<file path="config.mk">
export PLATFORM = sky130hd
export DESIGN_NAME = ahblite_slave_mux_flat
export DESIGN_NICKNAME = d
export VERILOG_FILES = /design/src/rtl/ahb_pkg.sv /design/src/rtl/ahblite_slave_mux_if.sv /design/src/rtl/ahblite_default_slave.sv /design/src/rtl/ahblite_slave_mux.sv /design/src/flat_wrapper.sv
export SDC_FILE = /design/constraint.sdc
export NUM_CORES = 1
export LEC_CHECK = 0
export BUFFER_PORTS_ARGS = -buffer_cell sky130_fd_sc_hd__buf_2
export CELL_PAD_IN_SITES_DETAIL_PLACEMENT = 1
export CELL_PAD_IN_SITES_GLOBAL_PLACEMENT = 1
export CORE_ASPECT_RATIO = 1.25
export CORE_MARGIN = 2
export CORE_UTILIZATION = 20
export CTS_CLUSTER_DIAMETER = 120
export DETAILED_ROUTE_END_ITERATION = 8
export PLACE_DENSITY_LB_ADDON = 0.1
export SYNTH_ARGS = -nofsm -noshare
export SYNTH_HDL_FRONTEND = slang
export SYNTH_SLANG_ARGS = --single-unit
</file>
<file path="constraint.sdc">
create_clock -name HCLK -period 1.76 [get_ports HCLK]
set_clock_uncertainty 0.2 [all_clocks]
set_input_delay 0 -clock HCLK [delete_from_list [all_inputs] [get_ports HCLK]]
set_output_delay 0 -clock HCLK [all_outputs]
set_load 0.05 [all_outputs]
</file>
<file path="src/rtl/ahb_pkg.sv">
// Shared AHB-Lite definitions for the response-side slave multiplexer.
package ahb_pkg;

   // Master transfer types; bit 1 set marks an active (NONSEQ/SEQ) transfer.
   typedef enum logic [1:0] {
      HTRANS_IDLE   = 2'b00,
      HTRANS_BUSY   = 2'b01,
      HTRANS_NONSEQ = 2'b10,
      HTRANS_SEQ    = 2'b11
   } htrans_t;

   localparam logic HRESP_OKAY  = 1'b0;
   localparam logic HRESP_ERROR = 1'b1;

   // Six real slaves; index 6 of the data-phase select is the built-in default slave.
   localparam int NUM_SLAVES = 6;
   localparam int DFLT_IDX   = 6;

   // Default-slave progress through a two-cycle ERROR response.
   typedef enum logic [1:0] {
      D_IDLE = 2'b00,
      D_ERR1 = 2'b01,
      D_ERR2 = 2'b10
   } dflt_state_t;

   // Keeps only the lowest set bit, so overlapping decoder selects resolve to one slave.
   function automatic logic [NUM_SLAVES-1:0] lowest_one(input logic [NUM_SLAVES-1:0] v);
      logic [NUM_SLAVES-1:0] r;
      r = '0;
      for (int i = 0; i < NUM_SLAVES; i++) begin
         if (v[i] && (r == '0)) r[i] = 1'b1;
      end
      return r;
   endfunction

endpackage

</file>
<file path="src/rtl/ahblite_slave_mux_if.sv">
// Bus-side signals of the slave multiplexer: decoder selects, slave responses, master response.
interface ahblite_slave_mux_if;

   logic [1:0]  HTRANS;

   logic        P0_HSEL, P1_HSEL, P2_HSEL, P3_HSEL, P4_HSEL, P5_HSEL;
   logic        P0_HREADYOUT, P1_HREADYOUT, P2_HREADYOUT, P3_HREADYOUT, P4_HREADYOUT, P5_HREADYOUT;
   logic        P0_HRESP, P1_HRESP, P2_HRESP, P3_HRESP, P4_HRESP, P5_HRESP;
   logic [31:0] P0_HRDATA, P1_HRDATA, P2_HRDATA, P3_HRDATA, P4_HRDATA, P5_HRDATA;

   logic        HREADY;
   logic        HRESP;
   logic [31:0] HRDATA;

   // Surrounding system: master transfer type, decoder selects and slave responses.
   modport master (
      output HTRANS,
      output P0_HSEL, P1_HSEL, P2_HSEL, P3_HSEL, P4_HSEL, P5_HSEL,
      output P0_HREADYOUT, P1_HREADYOUT, P2_HREADYOUT, P3_HREADYOUT, P4_HREADYOUT, P5_HREADYOUT,
      output P0_HRESP, P1_HRESP, P2_HRESP, P3_HRESP, P4_HRESP, P5_HRESP,
      output P0_HRDATA, P1_HRDATA, P2_HRDATA, P3_HRDATA, P4_HRDATA, P5_HRDATA,
      input  HREADY, HRESP, HRDATA
   );

   // The multiplexer itself.
   modport slave (
      input  HTRANS,
      input  P0_HSEL, P1_HSEL, P2_HSEL, P3_HSEL, P4_HSEL, P5_HSEL,
      input  P0_HREADYOUT, P1_HREADYOUT, P2_HREADYOUT, P3_HREADYOUT, P4_HREADYOUT, P5_HREADYOUT,
      input  P0_HRESP, P1_HRESP, P2_HRESP, P3_HRESP, P4_HRESP, P5_HRESP,
      input  P0_HRDATA, P1_HRDATA, P2_HRDATA, P3_HRDATA, P4_HRDATA, P5_HRDATA,
      output HREADY, HRESP, HRDATA
   );

endinterface

</file>
<file path="src/rtl/ahblite_default_slave.sv">
// Default slave: answers active transfers to unmapped space with a two-cycle ERROR.
module ahblite_default_slave
   import ahb_pkg::*;
(
   input  logic       HCLK,
   input  logic       HRESET,
   input  logic       HSEL,
   input  logic [1:0] HTRANS,
   input  logic       HREADY,
   output logic       HREADYOUT,
   output logic       HRESP
);

   dflt_state_t state_q;
   logic        accept_err;

   // An active transfer to unmapped space enters its data phase on this edge.
   assign accept_err = HREADY & HSEL & HTRANS[1];

   // State and registered outputs advance together; IDLE/BUSY to unmapped space stays OKAY.
   always_ff @(posedge HCLK or posedge HRESET) begin
      if (HRESET) begin
         state_q   <= D_IDLE;
         HREADYOUT <= 1'b1;
         HRESP     <= HRESP_OKAY;
      end else begin
         case (state_q)
            D_IDLE: begin
               if (accept_err) begin
                  state_q   <= D_ERR1;
                  HREADYOUT <= 1'b0;
                  HRESP     <= HRESP_ERROR;
               end
            end
            D_ERR1: begin
               state_q   <= D_ERR2;
               HREADYOUT <= 1'b1;
               HRESP     <= HRESP_ERROR;
            end
            D_ERR2: begin
               if (accept_err) begin
                  state_q   <= D_ERR1;
                  HREADYOUT <= 1'b0;
                  HRESP     <= HRESP_ERROR;
               end else begin
                  state_q   <= D_IDLE;
                  HREADYOUT <= 1'b1;
                  HRESP     <= HRESP_OKAY;
               end
            end
            default: begin
               state_q   <= D_IDLE;
               HREADYOUT <= 1'b1;
               HRESP     <= HRESP_OKAY;
            end
         endcase
      end
   end

endmodule

</file>
<file path="src/rtl/ahblite_slave_mux.sv">
// AHB-Lite response multiplexer: latches the decoder selects in the address phase and
// routes the owning slave's response to the master during the data phase.
module ahblite_slave_mux
   import ahb_pkg::*;
#(
   parameter logic [31:0] RDATA_IDLE = 32'h0000_0000
) (
   input  logic         HCLK,
   input  logic         HRESET,
   ahblite_slave_mux_if.slave bus
);

   logic [NUM_SLAVES-1:0]        hsel;
   logic [NUM_SLAVES-1:0]        slv_ready;
   logic [NUM_SLAVES-1:0]        slv_resp;
   logic [NUM_SLAVES-1:0][31:0]  slv_rdata;
   logic                         dflt;
   logic [NUM_SLAVES:0]          sel_q;
   logic                         dflt_ready;
   logic                         dflt_resp;
   logic                         hready;
   logic                         hresp;
   logic [31:0]                  hrdata;

   assign hsel      = {bus.P5_HSEL, bus.P4_HSEL, bus.P3_HSEL, bus.P2_HSEL, bus.P1_HSEL, bus.P0_HSEL};
   assign slv_ready = {bus.P5_HREADYOUT, bus.P4_HREADYOUT, bus.P3_HREADYOUT,
                       bus.P2_HREADYOUT, bus.P1_HREADYOUT, bus.P0_HREADYOUT};
   assign slv_resp  = {bus.P5_HRESP, bus.P4_HRESP, bus.P3_HRESP,
                       bus.P2_HRESP, bus.P1_HRESP, bus.P0_HRESP};
   assign slv_rdata = {bus.P5_HRDATA, bus.P4_HRDATA, bus.P3_HRDATA,
                       bus.P2_HRDATA, bus.P1_HRDATA, bus.P0_HRDATA};

   // No real slave claims the address: the default slave owns the next data phase.
   assign dflt = ~|hsel;

   // Capture the one-hot data-phase owner whenever the bus accepts a new address phase.
   always_ff @(posedge HCLK or posedge HRESET) begin
      if (HRESET) begin
         sel_q <= '0;
      end else if (hready) begin
         // NOTE: non-blocking so this register samples the pre-edge HREADY and selects.
         sel_q <= {dflt, lowest_one(hsel)};
      end
   end

   ahblite_default_slave u_default_slave (
      .HCLK      (HCLK),
      .HRESET    (HRESET),
      .HSEL      (dflt),
      .HTRANS    (bus.HTRANS),
      .HREADY    (hready),
      .HREADYOUT (dflt_ready),
      .HRESP     (dflt_resp)
   );

   // Route the data-phase owner's response; depends only on sel_q and registered/slave outputs.
   always_comb begin
      // NOTE: idle defaults first so every path assigns all outputs and no latch is inferred.
      hready = 1'b1;
      hresp  = HRESP_OKAY;
      hrdata = RDATA_IDLE;
      for (int i = 0; i < NUM_SLAVES; i++) begin
         if (sel_q[i]) begin
            hready = slv_ready[i];
            hresp  = slv_resp[i];
            hrdata = slv_rdata[i];
         end
      end
      if (sel_q[DFLT_IDX]) begin
         hready = dflt_ready;
         hresp  = dflt_resp;
      end
   end

   assign bus.HREADY = hready;
   assign bus.HRESP  = hresp;
   assign bus.HRDATA = hrdata;

endmodule

</file>
<file path="src/flat_wrapper.sv">
// flat-port wrapper written by rule: the top's interface ports become plain ports
module ahblite_slave_mux_flat import ahb_pkg::*;
#(
   parameter logic [31:0] RDATA_IDLE = 32'h0000_0000
)
  (HCLK, HRESET, bus_HTRANS, bus_P0_HSEL, bus_P1_HSEL, bus_P2_HSEL, bus_P3_HSEL, bus_P4_HSEL, bus_P5_HSEL, bus_P0_HREADYOUT, bus_P1_HREADYOUT, bus_P2_HREADYOUT, bus_P3_HREADYOUT, bus_P4_HREADYOUT, bus_P5_HREADYOUT, bus_P0_HRESP, bus_P1_HRESP, bus_P2_HRESP, bus_P3_HRESP, bus_P4_HRESP, bus_P5_HRESP, bus_P0_HRDATA, bus_P1_HRDATA, bus_P2_HRDATA, bus_P3_HRDATA, bus_P4_HRDATA, bus_P5_HRDATA, bus_HREADY, bus_HRESP, bus_HRDATA);
  ahblite_slave_mux_if bus_i ();
  input  logic HCLK;
  input  logic HRESET;
  input wire logic [$bits(bus_i.HTRANS)-1:0] bus_HTRANS;
  input wire logic [$bits(bus_i.P0_HSEL)-1:0] bus_P0_HSEL;
  input wire logic [$bits(bus_i.P1_HSEL)-1:0] bus_P1_HSEL;
  input wire logic [$bits(bus_i.P2_HSEL)-1:0] bus_P2_HSEL;
  input wire logic [$bits(bus_i.P3_HSEL)-1:0] bus_P3_HSEL;
  input wire logic [$bits(bus_i.P4_HSEL)-1:0] bus_P4_HSEL;
  input wire logic [$bits(bus_i.P5_HSEL)-1:0] bus_P5_HSEL;
  input wire logic [$bits(bus_i.P0_HREADYOUT)-1:0] bus_P0_HREADYOUT;
  input wire logic [$bits(bus_i.P1_HREADYOUT)-1:0] bus_P1_HREADYOUT;
  input wire logic [$bits(bus_i.P2_HREADYOUT)-1:0] bus_P2_HREADYOUT;
  input wire logic [$bits(bus_i.P3_HREADYOUT)-1:0] bus_P3_HREADYOUT;
  input wire logic [$bits(bus_i.P4_HREADYOUT)-1:0] bus_P4_HREADYOUT;
  input wire logic [$bits(bus_i.P5_HREADYOUT)-1:0] bus_P5_HREADYOUT;
  input wire logic [$bits(bus_i.P0_HRESP)-1:0] bus_P0_HRESP;
  input wire logic [$bits(bus_i.P1_HRESP)-1:0] bus_P1_HRESP;
  input wire logic [$bits(bus_i.P2_HRESP)-1:0] bus_P2_HRESP;
  input wire logic [$bits(bus_i.P3_HRESP)-1:0] bus_P3_HRESP;
  input wire logic [$bits(bus_i.P4_HRESP)-1:0] bus_P4_HRESP;
  input wire logic [$bits(bus_i.P5_HRESP)-1:0] bus_P5_HRESP;
  input wire logic [$bits(bus_i.P0_HRDATA)-1:0] bus_P0_HRDATA;
  input wire logic [$bits(bus_i.P1_HRDATA)-1:0] bus_P1_HRDATA;
  input wire logic [$bits(bus_i.P2_HRDATA)-1:0] bus_P2_HRDATA;
  input wire logic [$bits(bus_i.P3_HRDATA)-1:0] bus_P3_HRDATA;
  input wire logic [$bits(bus_i.P4_HRDATA)-1:0] bus_P4_HRDATA;
  input wire logic [$bits(bus_i.P5_HRDATA)-1:0] bus_P5_HRDATA;
  output wire logic [$bits(bus_i.HREADY)-1:0] bus_HREADY;
  output wire logic [$bits(bus_i.HRESP)-1:0] bus_HRESP;
  output wire logic [$bits(bus_i.HRDATA)-1:0] bus_HRDATA;
  assign bus_i.HTRANS = bus_HTRANS;
  assign bus_i.P0_HSEL = bus_P0_HSEL;
  assign bus_i.P1_HSEL = bus_P1_HSEL;
  assign bus_i.P2_HSEL = bus_P2_HSEL;
  assign bus_i.P3_HSEL = bus_P3_HSEL;
  assign bus_i.P4_HSEL = bus_P4_HSEL;
  assign bus_i.P5_HSEL = bus_P5_HSEL;
  assign bus_i.P0_HREADYOUT = bus_P0_HREADYOUT;
  assign bus_i.P1_HREADYOUT = bus_P1_HREADYOUT;
  assign bus_i.P2_HREADYOUT = bus_P2_HREADYOUT;
  assign bus_i.P3_HREADYOUT = bus_P3_HREADYOUT;
  assign bus_i.P4_HREADYOUT = bus_P4_HREADYOUT;
  assign bus_i.P5_HREADYOUT = bus_P5_HREADYOUT;
  assign bus_i.P0_HRESP = bus_P0_HRESP;
  assign bus_i.P1_HRESP = bus_P1_HRESP;
  assign bus_i.P2_HRESP = bus_P2_HRESP;
  assign bus_i.P3_HRESP = bus_P3_HRESP;
  assign bus_i.P4_HRESP = bus_P4_HRESP;
  assign bus_i.P5_HRESP = bus_P5_HRESP;
  assign bus_i.P0_HRDATA = bus_P0_HRDATA;
  assign bus_i.P1_HRDATA = bus_P1_HRDATA;
  assign bus_i.P2_HRDATA = bus_P2_HRDATA;
  assign bus_i.P3_HRDATA = bus_P3_HRDATA;
  assign bus_i.P4_HRDATA = bus_P4_HRDATA;
  assign bus_i.P5_HRDATA = bus_P5_HRDATA;
  assign bus_HREADY = bus_i.HREADY;
  assign bus_HRESP = bus_i.HRESP;
  assign bus_HRDATA = bus_i.HRDATA;
  ahblite_slave_mux #(.RDATA_IDLE(RDATA_IDLE)) u_core (.HCLK(HCLK), .HRESET(HRESET), .bus(bus_i));
endmodule
</file>
# Yosys cells after proc, flatten, opt, wreduce, memory -nomap -nowiden

Index checks and enable logic that the tools add are counted.

Add/sub/neg operators: 0
Multiply operators: 0
Divide/modulo/power cells: 0
$lt $le $gt $ge: 0
Equality and inequality tests: 3
Shift-type cells: 0
Muxes and demuxes: 40
Bitwise operators: 3
Reduce and logical (&&, ||, !) cells: 12

Operators with widths:

| kind               | number |
|---|---|
| $mux 32            | 6 |
| $mux 1             | 30 |
| $pmux 2 s3         | 1 |
| $reduce_or 6->1    | 1 |
| $logic_and 1x1->1  | 5 |
| $logic_not 5->1    | 1 |
| $logic_not 2->1    | 2 |
| $logic_not 4->1    | 1 |
| $logic_not 3->1    | 1 |
| $pmux 1 s3         | 1 |
| $and 1x1->1        | 2 |
| $eq 2x1->1 const B | 1 |
| $eq 2x2->1 const B | 1 |
| $mux 2             | 1 |
| $ne 2x2->1 const B | 1 |
| $pmux 1 s2         | 1 |
| $logic_not 1->1    | 1 |
| $not 1->1          | 1 |

Flip-flop bits (word level): 11
Latch bits: 0
Memory bits (writable): 0
Memory bits (read-only): 0
Input bits: 214
Output and inout port bits: 34
Logic and storage cells: 62
Memories: 0

# Depth between registers and ports, before layout

Gate-level depths: netlist of run 1.

Depth in word-level cells: 27
Mapped depth: 8
Depth with buffers taken out: 5

# Cells and area by module

A second synthesis of run 1 with hierarchy kept.

Cell total of the unflattened synthesis: 289
Area, all modules: 2,009.4 µm²

By module, submodules not included:

| module                | instances | cells an instance | area an instance (µm²) | sequential area each (µm²) |
|---|---|---|---|---|
| ahblite_slave_mux     | 1         | 278               | 1,851.8                | 175.2 |
| ahblite_default_slave | 1         | 11                | 157.7                  | 101.3 |

# Worst setup path before layout of run 1

OpenSTA, ideal clock, no wires.

Path kind: register to output
From: reg u_core.sel_q[1]
To: out bus_HRDATA[21]
Arrival time: 2.280 ns
Required time: 1.560 ns
Setup slack: -0.720 ns
Cell stages (with the launch flop): 8
Path buffers: 3
Path through: dfrtp_1 buf_6 nor2b_1 buf_2 buf_6 a221o_1 a221oi_1 o31ai_1

Word-level cells in the longest chain between the ends: 5

Ends and longest elaborated chain:

| element                  | line                    | RTL |
|---|---|---|
| start: declaration       | ahblite_slave_mux.sv:18 | `logic [NUM_SLAVES:0] sel_q;` |
| start signal: assignment | ahblite_slave_mux.sv:42 | `sel_q <= {dflt, lowest_one(hsel)};` |
| $mux 32 (5 in series)    | ahblite_slave_mux.sv:63 | `if (sel_q[i]) begin` |
| end: declaration         | flat_wrapper.sv:37      | `output wire logic [$bits(bus_i.HRDATA)-1:0] bus_HRDATA;` |

Every way passes these cells.

# Final worst setup path of run 1

From: reg u_core.sel_q[0]
To: out bus_HRDATA[0]

Word-level cells in the longest chain between the ends: 6

Ends and longest elaborated chain:

| element               | line |
|---|---|
| $mux 32 (6 in series) | ahblite_slave_mux.sv:63 |

Every way passes these cells.

==> results of run 1 <==
==> synth_stat cells, drive strengths merged (2+ instances only) <==
cell / instances / area, µm²
a221oi: 33 / 295.3
buf: 13 / 88.83
inv: 40 / 150.1
o31ai: 33 / 247.7
nor2b: 33 / 206.5
a221o: 31 / 310.3
dfrtp: 10 / 250.2
nand2b: 3 / 18.77
mux2: 3 / 45.04
nor2: 5 / 21.27
nand3b: 3 / 22.52
clkbuf: 27 / 101.4
a21oi: 40 / 200.2
nand2: 37 / 138.9
a21o: 2 / 15.01
o21ai: 5 / 36.28
==> path summary, 6_finish.rpt <==
path | from | end | slack (ns) | depth (start not counted)
worst max-delay path | u_core.sel_q[0] | bus_HRDATA[0] | -0.35 | 7
max in group asynchronous | HRESET | u_core.sel_q[5] | 0.87 | 3
worst min register to register | u_core.u_default_slave.state_q[1] | u_core.u_default_slave.state_q[1] | 0.31 | 1
worst min-delay path | bus_P2_HSEL | u_core.sel_q[3] | 0.004 | 3
min in group asynchronous | HRESET | u_core.sel_q[0] | 0.12 | 3
worst max register to register | u_core.sel_q[1] | u_core.sel_q[1] | -0.28 | 8
==> logic make-up after synthesis <==
| group | after synthesis |
|---|---|
| DFF | 11 |
| buffers and inverters | 80 |
| and+or+nand+nor | 85 |
| muxes | 4 |
| AOI/OAI and AO/OA | 151 |
==> routing by layer <==
metal | vias to the layer above | share of wire (%) | track usage, %
met4 | 0 | 1.6 | 4.195
met1 | 1771 | 37 | 22.48
met2 | 140 | 56 | 40.75
li1 | 1783 | - | -
met3 | 18 | 5.4 | 2.996
met5 | - | 0 | 0
==> through the flow <==
step	instance area, µm²	cells	hold slack [ns]	power [W]	util (%)
global route	5299	727	0.03276	0.01169	47.58
global placement	4514	707	-0.1851	0.008690	40.53
floorplan	2919	331	-0.3483	0.006836	-
detailed placement	4514	707	-0.1550	0.008800	40.53
CTS	5027	724	0.001859	0.01058	45.14
finish	5299	727	0.003886	0.01120	47.58
==> repair_timing <==
item | 4_1_cts | 5_1_grt
endpoints found under the setup margin | 43 | 43
buffers inserted | 3 | 1
hold endpoints to repair | 17 | 0
pin swaps | 23 | 38
cloned | 1 | 1
hold buffers | 9 | 0
resized for setup | 74 | 49
==> power breakdown <==
group / switching [W] / leakage (nW) / total, W / internal (W)
sequential: 0.0000957 / 0.133 / 0.000429 / 0.000334
combinational: 0.00581 / 2.27 / 0.0103 / 0.00453
clock: 0.000120 / 0.0409 / 0.000422 / 0.000301
==> area by class of cell <==
type	count	area [µm²]
multi-input cells	240	2567
clock inverters	1	5.005
fillers	1352	5838
well taps	135	168.9
repair buffers	296	2044
inverters	40	150.1
clock buffers	3	75.07
diodes	1	2.502
flip-flops and latches	11	285.3
==> sequential cells by signal (all words and copies together), names as in the netlist <==
| signal | flops |
|---|---|
| u_core.sel_q | 7 |
| u_core.u_default_slave.state_q | 2 |
| u_core.u_default_slave.HREADYOUT | 1 |
| u_core.u_default_slave.HRESP | 1 |
==> worst max-delay path, stage by stage, from the launching register on <==
cell and delay [ns]:
dfrtp_1 0.39, nor2b_4 0.17, buf_12 0.15, a221o_1 0.30, a221oi_2 0.27, buf_4 0.17
o31ai_4 0.06, buf_6 0.15
==> impl_metrics.yaml, run 1 <==
routing:
  drtIter0Drc: 101
  routed_wl_um: 13710
  wl_per_cell_um: 18.86
  via_per_inst: 5.106
  drt_pass1_iterations: 4
  drc: 0
  vias: 3712
  ant_nets: 0
critical_path:
  cp.required_ns: 1.56
  worstSetupEndpointType: "output pin"
  crit_arrival_ns: 1.91
  cp-start-kind: "flip-flop"
  worst-setup-path-type: "flip-flop to output pin"
  path_max_fanout: 8
yosys:
  synth_xor_area_share_pct: 0
  synthMuxAreaShare_pct: 2.408
  synth-simple-area-share_pct: 19.27
  synth_top_family_by_area: "compound AO/OA/AOI/OAI gates"
  synth_cell_types: 35
  seq_area_frac_synth_pct: 12.10
  synth_enable_flop_cells: 0
  synth_adder_area_share_pct: 0
  async_flop_share_pct: 100.0
  netlist_area_um2: 2286
  yosysWarnings: 0
  avgSynthCellArea_um2: 6.906
  syn-num-nets: 545
  synth-seq-cells: 11
  synth_ff_type: "dfrtp_1"
  synth_compound_area_share_pct: 51.34
  synth_cells: 331
final_layout:
  area_delta_synth_final_pct: 131.8
  nets: 806
  drive_gt1_share_pct: 64.97
  layout_common_cells: "buf_2 (212), inv_1 (39), buf_6 (38)"
  final_common_cell: "buf_2"
job:
  maxCapViolCount: 0
die:
  ios: 248
  rows: 43
  initial_utilization_pct: 20.53
  die_w_um: 99.63
  die-area_um2: 12310
  die_h_um: 123.5
  core-area_um2: 11140
sta:
  slew_viol_final: 0
  period_share_pct: 120.1
  max_freq_mhz: 473.0
  fin_ws_ns: -0.3543
  period_minus_slack_ns: 2.114
  relSlewSlack_pct: 68.19
  fin_setup_tns_ns: -11.42
  setup_viol: 42
  final_hold_viol_count: 0
  rsz0062_at_grt: "true"
  worstMarginPinSlew_ns: 0.4766
min_path:
  hold_path.class: "input port to flip-flop"
global_routing:
  grt_pass1_wl_um: 20210
  first_global_vias: 4010
  grt_max_degree: 41
  grt_overflow: 0
  antenna_found_initial: 2
  track_usage_pct: 20.37
outcome:
  status: "complete, but fails checks"
  violations: "setup timing"
clock_tree:
  cts_tree: "built"
  cts_buffers: 3
  htreeDepth: 1
  path_clk_slew_ns: 0.04
  ctsLongestPathBuffers: 2
  root_buffer: "clkbuf_16"
  clk_latency_ns: 0.24
  cts.sinks: 11
place:
  place_ws_ns: -0.3074
  dp_hpwl_um: 10510
  port_buffers: 246
  gp_congestion: 0.9042
power:
  leakagePower_nw: 2.445
  ir_worst_vdd_uv: 1177
  p_per_area_nw_per_um2: 2113
Note: power is estimated with default switching activity, not from simulation.
==> run 2: changes to the inputs <==
--- a/config.mk
+++ b/config.mk
@@ -10,10 +10,11 @@
 export CELL_PAD_IN_SITES_GLOBAL_PLACEMENT = 1
 export CORE_ASPECT_RATIO = 1.25
 export CORE_MARGIN = 2
-export CORE_UTILIZATION = 20
+export CORE_UTILIZATION = 18
 export CTS_CLUSTER_DIAMETER = 120
 export DETAILED_ROUTE_END_ITERATION = 8
-export PLACE_DENSITY_LB_ADDON = 0.1
+export PLACE_DENSITY = 0.85
 export SYNTH_ARGS = -nofsm -noshare
 export SYNTH_HDL_FRONTEND = slang
+export SYNTH_HIERARCHICAL = 1
 export SYNTH_SLANG_ARGS = --single-unit
==> impl_metrics.yaml, run 2 <==
min_path:
  hold_path.class: "input port to async pin"
final_layout:
  drive_gt1_share_pct: 77.08
  nets: 769
  area_delta_synth_final_pct: 152.6
  diodes: 0
  reg_top3: "u_core/sel_q (7), u_core/u_default_slave/state_q (2)"
  fin_cells: 689
  top_register: "u_core/sel_q"
  utilization_pct: 46.25
  largest_register_ffs: 7
  final_common_cell: "buf_2"
  layout_common_cells: "buf_2 (212), buf_6 (40), nor2b_1 (34)"
yosys:
  yosys.area.top_type: "a21oi_1"
  synth_cell_types: 31
  synth_compound_area_share_pct: 48.19
  yosysMostFrequentCell: "a21oi_1"
  synth-seq-cells: 11
  avgSynthCellArea_um2: 6.953
  synthMuxAreaShare_pct: 4.234
  netlist_area_um2: 2009
  synth_top_cell_area_share_pct: 16.69
  synth_cells: 289
  synthTopCellsByArea: "a21oi_1 (17%), a221oi_1 (15%), dfrtp_1 (12%)"
  seq_area_frac_synth_pct: 13.76
  synth_xor_area_share_pct: 0
  yosysWarnings: 6
  synth-simple-area-share_pct: 24.47
  synth_enable_flop_cells: 0
  synthTopCellsByCount: "a21oi_1 (67), nor2b_1 (36), a221oi_1 (34)"
  synth_top_family_by_area: "compound AO/OA/AOI/OAI gates"
  synth_adder_area_share_pct: 0
  async_flop_share_pct: 100.0
  synth_ff_type: "dfrtp_1"
  syn-num-nets: 503
die:
  ios: 248
  die_h_um: 122.1
  core-area_um2: 10980
  die_w_um: 98.50
  die-area_um2: 12030
  initial_utilization_pct: 18.31
  rows: 43
critical_path:
  cp_slowest_cell: "dfrtp_1"
  crit_top_cell: "buf_12"
  crit_chain: "nor2b_4, buf_12, buf_12, buf_4, a221oi_2, nor3_2, a21oi_2, a21oi_4, buf_6"
  cp.required_ns: 1.56
  worstSetupEndpointType: "output pin"
  path_max_fanout: 8
  worst-setup-path-type: "flip-flop to output pin"
  cp-start-kind: "flip-flop"
  crit_arrival_ns: 1.85
  max_stage_delay_ns: 0.37
  cp_top_family: "buffers and inverters"
  crit_buf_inv: 4
power:
  combPwrFrac_pct: 92.4
  p_per_area_nw_per_um2: 2078
  switchingPower_w: 0.005679
  p_int_w: 0.004871
  ir_worst_vdd_uv: 1555
  clockPowerShare_pct: 3.8
  leakagePower_nw: 2.304
  seqPwrFrac_pct: 3.7
  switching_share_pct: 53.83
global_routing:
  track_usage_pct: 20.39
  grt_max_degree: 36
  grt_overflow: 0
  grt_pass1_wl_um: 19840
  first_global_vias: 3882
  antenna_found_initial: 0
sta:
  fin_setup_tns_ns: -8.488
  worstMarginPinSlew_ns: 0.5127
  rsz0062_at_grt: "true"
  max_freq_mhz: 487.4
  setup_viol: 43
  period_minus_slack_ns: 2.052
  relSlewSlack_pct: 65.82
  slew_viol_final: 0
  fin_ws_ns: -0.2916
  whs_ns: 0.009817
  final_hold_viol_count: 0
  period_share_pct: 116.6
routing:
  vias: 3505
  drtIter0Drc: 58
  wl_per_cell_um: 19.31
  ant_nets: 0
  drt_pass1_iterations: 4
  drc: 0
  via_per_inst: 5.087
  routed_wl_um: 13300
clock_tree:
  cts_buffers: 3
  clk_latency_ns: 0.23
  root_buffer: "clkbuf_16"
  ctsLongestPathBuffers: 2
  htreeDepth: 1
  path_clk_slew_ns: 0.04
  cts.sinks: 11
  cts_tree: "built"
place:
  port_buffers: 246
  place_ws_ns: -0.2139
  gp_congestion: 0.8868
  dp_cells: 667
  dp_hpwl_um: 9593
job:
  maxCapViolCount: 0
outcome:
  violations: "setup timing"
  status: "complete, but fails checks"
run 2: worst paths after layout:
path / from / end / slack (ns) / cells past startpoint
max in group asynchronous: HRESET / u_core/sel_q[5] / 1.06 / 3
min in group HCLK: bus_P2_HSEL / u_core/sel_q[3] / 0.01 / 3
worst max-delay path: u_core/sel_q[0] / bus_HRDATA[5] / -0.29 / 9
worst min register to register: u_core/u_default_slave/state_q[1] / u_core/u_default_slave/state_q[1] / 0.29 / 1
worst min-delay path: HRESET / u_core/u_default_slave/HRESP / 0.01 / 3
worst max register to register: u_core/sel_q[0] / u_core/sel_q[3] / -0.24 / 7
run 2: what timing repair did:
| action | in CTS | in global routing |
|---|---|---|
| setup endpoints to repair | 43 | 44 |
| cloned | 3 | 1 |
| hold endpoints to repair | 18 | 0 |
| setup buffers | 5 | 4 |
| gates resized for setup | 154 | 33 |
| hold buffers | 6 | 0 |
| pin swaps | 33 | 14 |
run 2: worst register-to-register path, delay by kind of cell, from the launching register on:
kind                   cells  cell delay (ns)
multiplexers               1             0.30
AND/OR/NAND/NOR            1             0.14
AO/OA/AOI/OAI              3             0.56
flip-flops                 1             0.37
buffers and inverters      2             0.30
run 2: logic make-up after synthesis:
logic type | after synthesis
buffers and inverters | 44
AO/OA/AOI/OAI | 143
AND/OR/NAND/NOR | 85
flip-flops | 11
multiplexers | 6
run 2: power by group through the flow:
stage | Combinational [W] | Clock [W] | Sequential (W)
6_report | 0.00975 | 0.000404 | 0.000393
5_1_grt | 0.0102 | 0.000424 | 0.000403
4_1_cts | 0.00938 | 0.000410 | 0.000393
3_5_place_dp | 0.00722 | 0 | 0.000381
3_3_place_gp | 0.00704 | 0 | 0.000377
2_1_floorplan | 0.00552 | 0 | 0.000360
run 2: layout make-up:
cell class | count | area [µm²]
well taps | 135 | 168.9
clock buffers | 4 | 78.83
multi-input cells | 234 | 2460
fillers | 1312 | 5899
flip-flops and latches | 11 | 280.3
inverters | 10 | 41.29
repair buffers | 295 | 2047
run 2: per-layer routing:
metal	global-route usage, %	vias to the layer above	share of wire (%)
met5	0	-	0
met4	4.366	0	1.7
met3	2.352	24	5.2
met2	40.99	150	57
met1	22.66	1669	36
li1	-	1662	-
run 2: per-stage QoR:
stage          power (W)  cell area [µm²]
2_1_floorplan   0.005884             2387
3_3_place_gp    0.007413             3926
3_5_place_dp    0.007606             3926
4_1_cts          0.01019             4841
5_1_grt          0.01104             5076
6_report         0.01055             5076
==> run 3: changes to the inputs <==
--- a/config.mk
+++ b/config.mk
@@ -6,14 +6,11 @@
 export NUM_CORES = 1
 export LEC_CHECK = 0
 export BUFFER_PORTS_ARGS = -buffer_cell sky130_fd_sc_hd__buf_2
-export CELL_PAD_IN_SITES_DETAIL_PLACEMENT = 1
-export CELL_PAD_IN_SITES_GLOBAL_PLACEMENT = 1
-export CORE_ASPECT_RATIO = 1.25
-export CORE_MARGIN = 2
-export CORE_UTILIZATION = 18
+export CORE_AREA = 2 2 96 98
 export CTS_CLUSTER_DIAMETER = 120
 export DETAILED_ROUTE_END_ITERATION = 8
-export PLACE_DENSITY = 0.85
+export DIE_AREA = 0 0 98 100
+export PLACE_DENSITY = 0.7
 export SYNTH_ARGS = -nofsm -noshare
 export SYNTH_HDL_FRONTEND = slang
 export SYNTH_HIERARCHICAL = 1
==> constraint.sdc (replaced) <==
create_clock -name HCLK -period 1.71 [get_ports HCLK]
set_clock_uncertainty 0.2 [all_clocks]
set_input_delay 0 -clock HCLK [delete_from_list [all_inputs] [get_ports HCLK]]
set_output_delay 0 -clock HCLK [all_outputs]
set_load 0.05 [all_outputs]
==> impl_metrics.yaml, run 3 (same netlist as run 2, synthesis figures left out) <==
outcome:
  violations: "hold timing, setup timing"
  status: "complete, but fails checks"
final_layout:
  design_area_um2: 4825
  final_common_cell: "buf_2"
  reg_top3: "u_core/sel_q (7), u_core/u_default_slave/state_q (2)"
  layout_common_cells: "buf_2 (212), buf_6 (36), nor2b_1 (35)"
  fillers: 803
  largest_register_ffs: 7
  area_delta_synth_final_pct: 140.1
  fin_cells: 661
  diodes: 0
  top_register: "u_core/sel_q"
  drive_gt1_share_pct: 73.82
  nets: 765
global_routing:
  grt_pass1_wl_um: 15770
  grt_overflow: 0
  use_met1_pct: 23.63
  met2_usage_pct: 34.93
  use_met3_pct: 3.830
  track_usage_pct: 19.35
  antenna_found_initial: 1
  grt_most_used_layer: "met2"
  grt_max_degree: 40
  first_global_vias: 3346
power:
  p_per_area_nw_per_um2: 2128
  combPwrFrac_pct: 93.7
  switchingPower_w: 0.005648
  clockPowerShare_pct: 2.5
  seqPwrFrac_pct: 3.8
  leakagePower_nw: 2.170
  switching_share_pct: 55.02
  total_power_w: 0.01027
  ir_worst_vdd_uv: 1282
  p_int_w: 0.004618
die:
  die_h_um: 100
  core-area_um2: 8890
  rows: 35
  ios: 248
  initial_utilization_pct: 22.60
  die_w_um: 98
  die-area_um2: 9800
place:
  gp_congestion: 0.7898
  dpl_cell_area_um2: 3916
  dp_cells: 642
  dp_hpwl_um: 8210
  port_buffers: 246
critical_path:
  crit_chain: "nor2b_4, buf_6, clkbuf_16, a221oi_2, nor3_1, a21oi_2, a21oi_4, buf_6"
  crit_arrival_ns: 1.84
  cp-start-kind: "flip-flop"
  worstSetupEndpointType: "output pin"
  crit_buf_inv: 3
  crit_top_cell: "buf_6"
  cp.required_ns: 1.51
  worst-setup-path-type: "flip-flop to output pin"
  path_max_fanout: 5
  cp_slowest_cell: "dfrtp_1"
  cp_top_family: "buffers and inverters"
  max_stage_delay_ns: 0.41
clock_tree:
  path_clk_slew_ns: 0.05
  cts_buffers: 3
  root_buffer: "clkbuf_8"
  htreeDepth: 1
  cts.sinks: 11
  cts_tree: "built"
  clk_latency_ns: 0.24
  ctsLongestPathBuffers: 2
sta:
  fin_ws_ns: -0.3268
  rsz0062_at_grt: "true"
  max_freq_mhz: 491.0
  worstMarginPinSlew_ns: 0.5070
  setup_viol: 44
  slew_viol_final: 0
  final_hold_viol_count: 1
  fin_setup_tns_ns: -11.45
  whs_ns: -0.001520
  period_share_pct: 119.1
  period_minus_slack_ns: 2.037
  relSlewSlack_pct: 66.20
min_path:
  hold_path.class: "input port to flip-flop"
routing:
  wl_per_cell_um: 16.85
  routed_wl_um: 11140
  drc: 0
  via_per_inst: 5.175
  drt_pass1_iterations: 4
  ant_nets: 0
  drtIter0Drc: 90
  vias: 3421
job:
  maxCapViolCount: 0
run 3: cell types whose count changed in the layout (fill, tap and decap cells not counted), moves of 4 or more:
cell	before	now
a221oi_1	1	8
a21oi_1	12	6
nor3_1	12	20
a221oi_2	24	19
buf_6	40	36
nor3_2	21	13
a21oi_2	25	29
run 3: final cells by class:
class                           count  area [µm²]  share of cell area, %
Multi-Input combinational cell    234        2375                  49.22
Timing Repair Buffer              291        1949                  40.40
Sequential cell                    11       279.0                  5.783
Tap cell                          111       138.9                  2.879
Clock buffer                        4       45.04                 0.9336
Inverter                           10       37.54                 0.7780
run 3: metal layers:
layer / share of wire, % / vias to the layer above
met1: 38 / 1593
li1: - / 1650
met2: 53 / 163
met3: 7.1 / 13
met5: 0.099 / -
met4: 1.1 / 2
run 3: final timing paths:
path                                                   start                                 to  slack [ns]  cells past startpoint
max                                          u_core/sel_q[1]                      bus_HRDATA[0]       -0.33                      8
min                                              bus_P3_HSEL                    u_core/sel_q[6]      -0.002                      4
max reg2reg                                  u_core/sel_q[1]                    u_core/sel_q[2]       -0.30                      7
min reg2reg                u_core/u_default_slave/state_q[1]  u_core/u_default_slave/state_q[1]        0.28                      1
max in group asynchronous                             HRESET   u_core/u_default_slave/HREADYOUT        0.53                      4
min in group asynchronous                             HRESET                    u_core/sel_q[4]        0.04                      3
run 3: what timing repair did:
| action | CTS | global route |
|---|---|---|
| endpoints found under the setup margin | 44 | 44 |
| gates cloned | 0 | 2 |
| pin swaps | 2 | 7 |
| hold buffers | 8 | 1 |
| buffers inserted | 1 | 3 |
| endpoints found under the hold margin | 18 | 1 |
| gates resized for setup | 97 | 59 |
run 3: stage by stage:
| step | util, % | hold WS, ns | setup WS [ns] |
|---|---|---|---|
| after global routing | 54.27 | 0.01321 | -0.4536 |
| after floorplan | - | -0.4346 | -0.4692 |
| after CTS | 49.57 | -0.02528 | -0.3548 |
| final | 54.27 | -0.001520 | -0.3268 |
| after global placement | 44.05 | -0.3093 | -0.1904 |
| after detailed placement | 44.05 | -0.3020 | -0.2351 |
run 3: power groups by stage:
stage               registers [W]  logic [W]  clock network (W)
global placement         0.000388    0.00728                  0
global route             0.000398     0.0101           0.000287
CTS                      0.000393    0.00871           0.000264
finish                   0.000392    0.00962           0.000255
floorplan                0.000371    0.00571                  0
detailed placement       0.000395    0.00740                  0
run 3: worst reg2reg max path, stage by stage, from the launching register on:
cell      delay [ns]
dfrtp_1         0.41
nor2b_4         0.17
buf_4           0.17
a221oi_4        0.07
o41ai_4         0.31
o21ai_4         0.11
buf_12          0.15
mux2_4          0.30
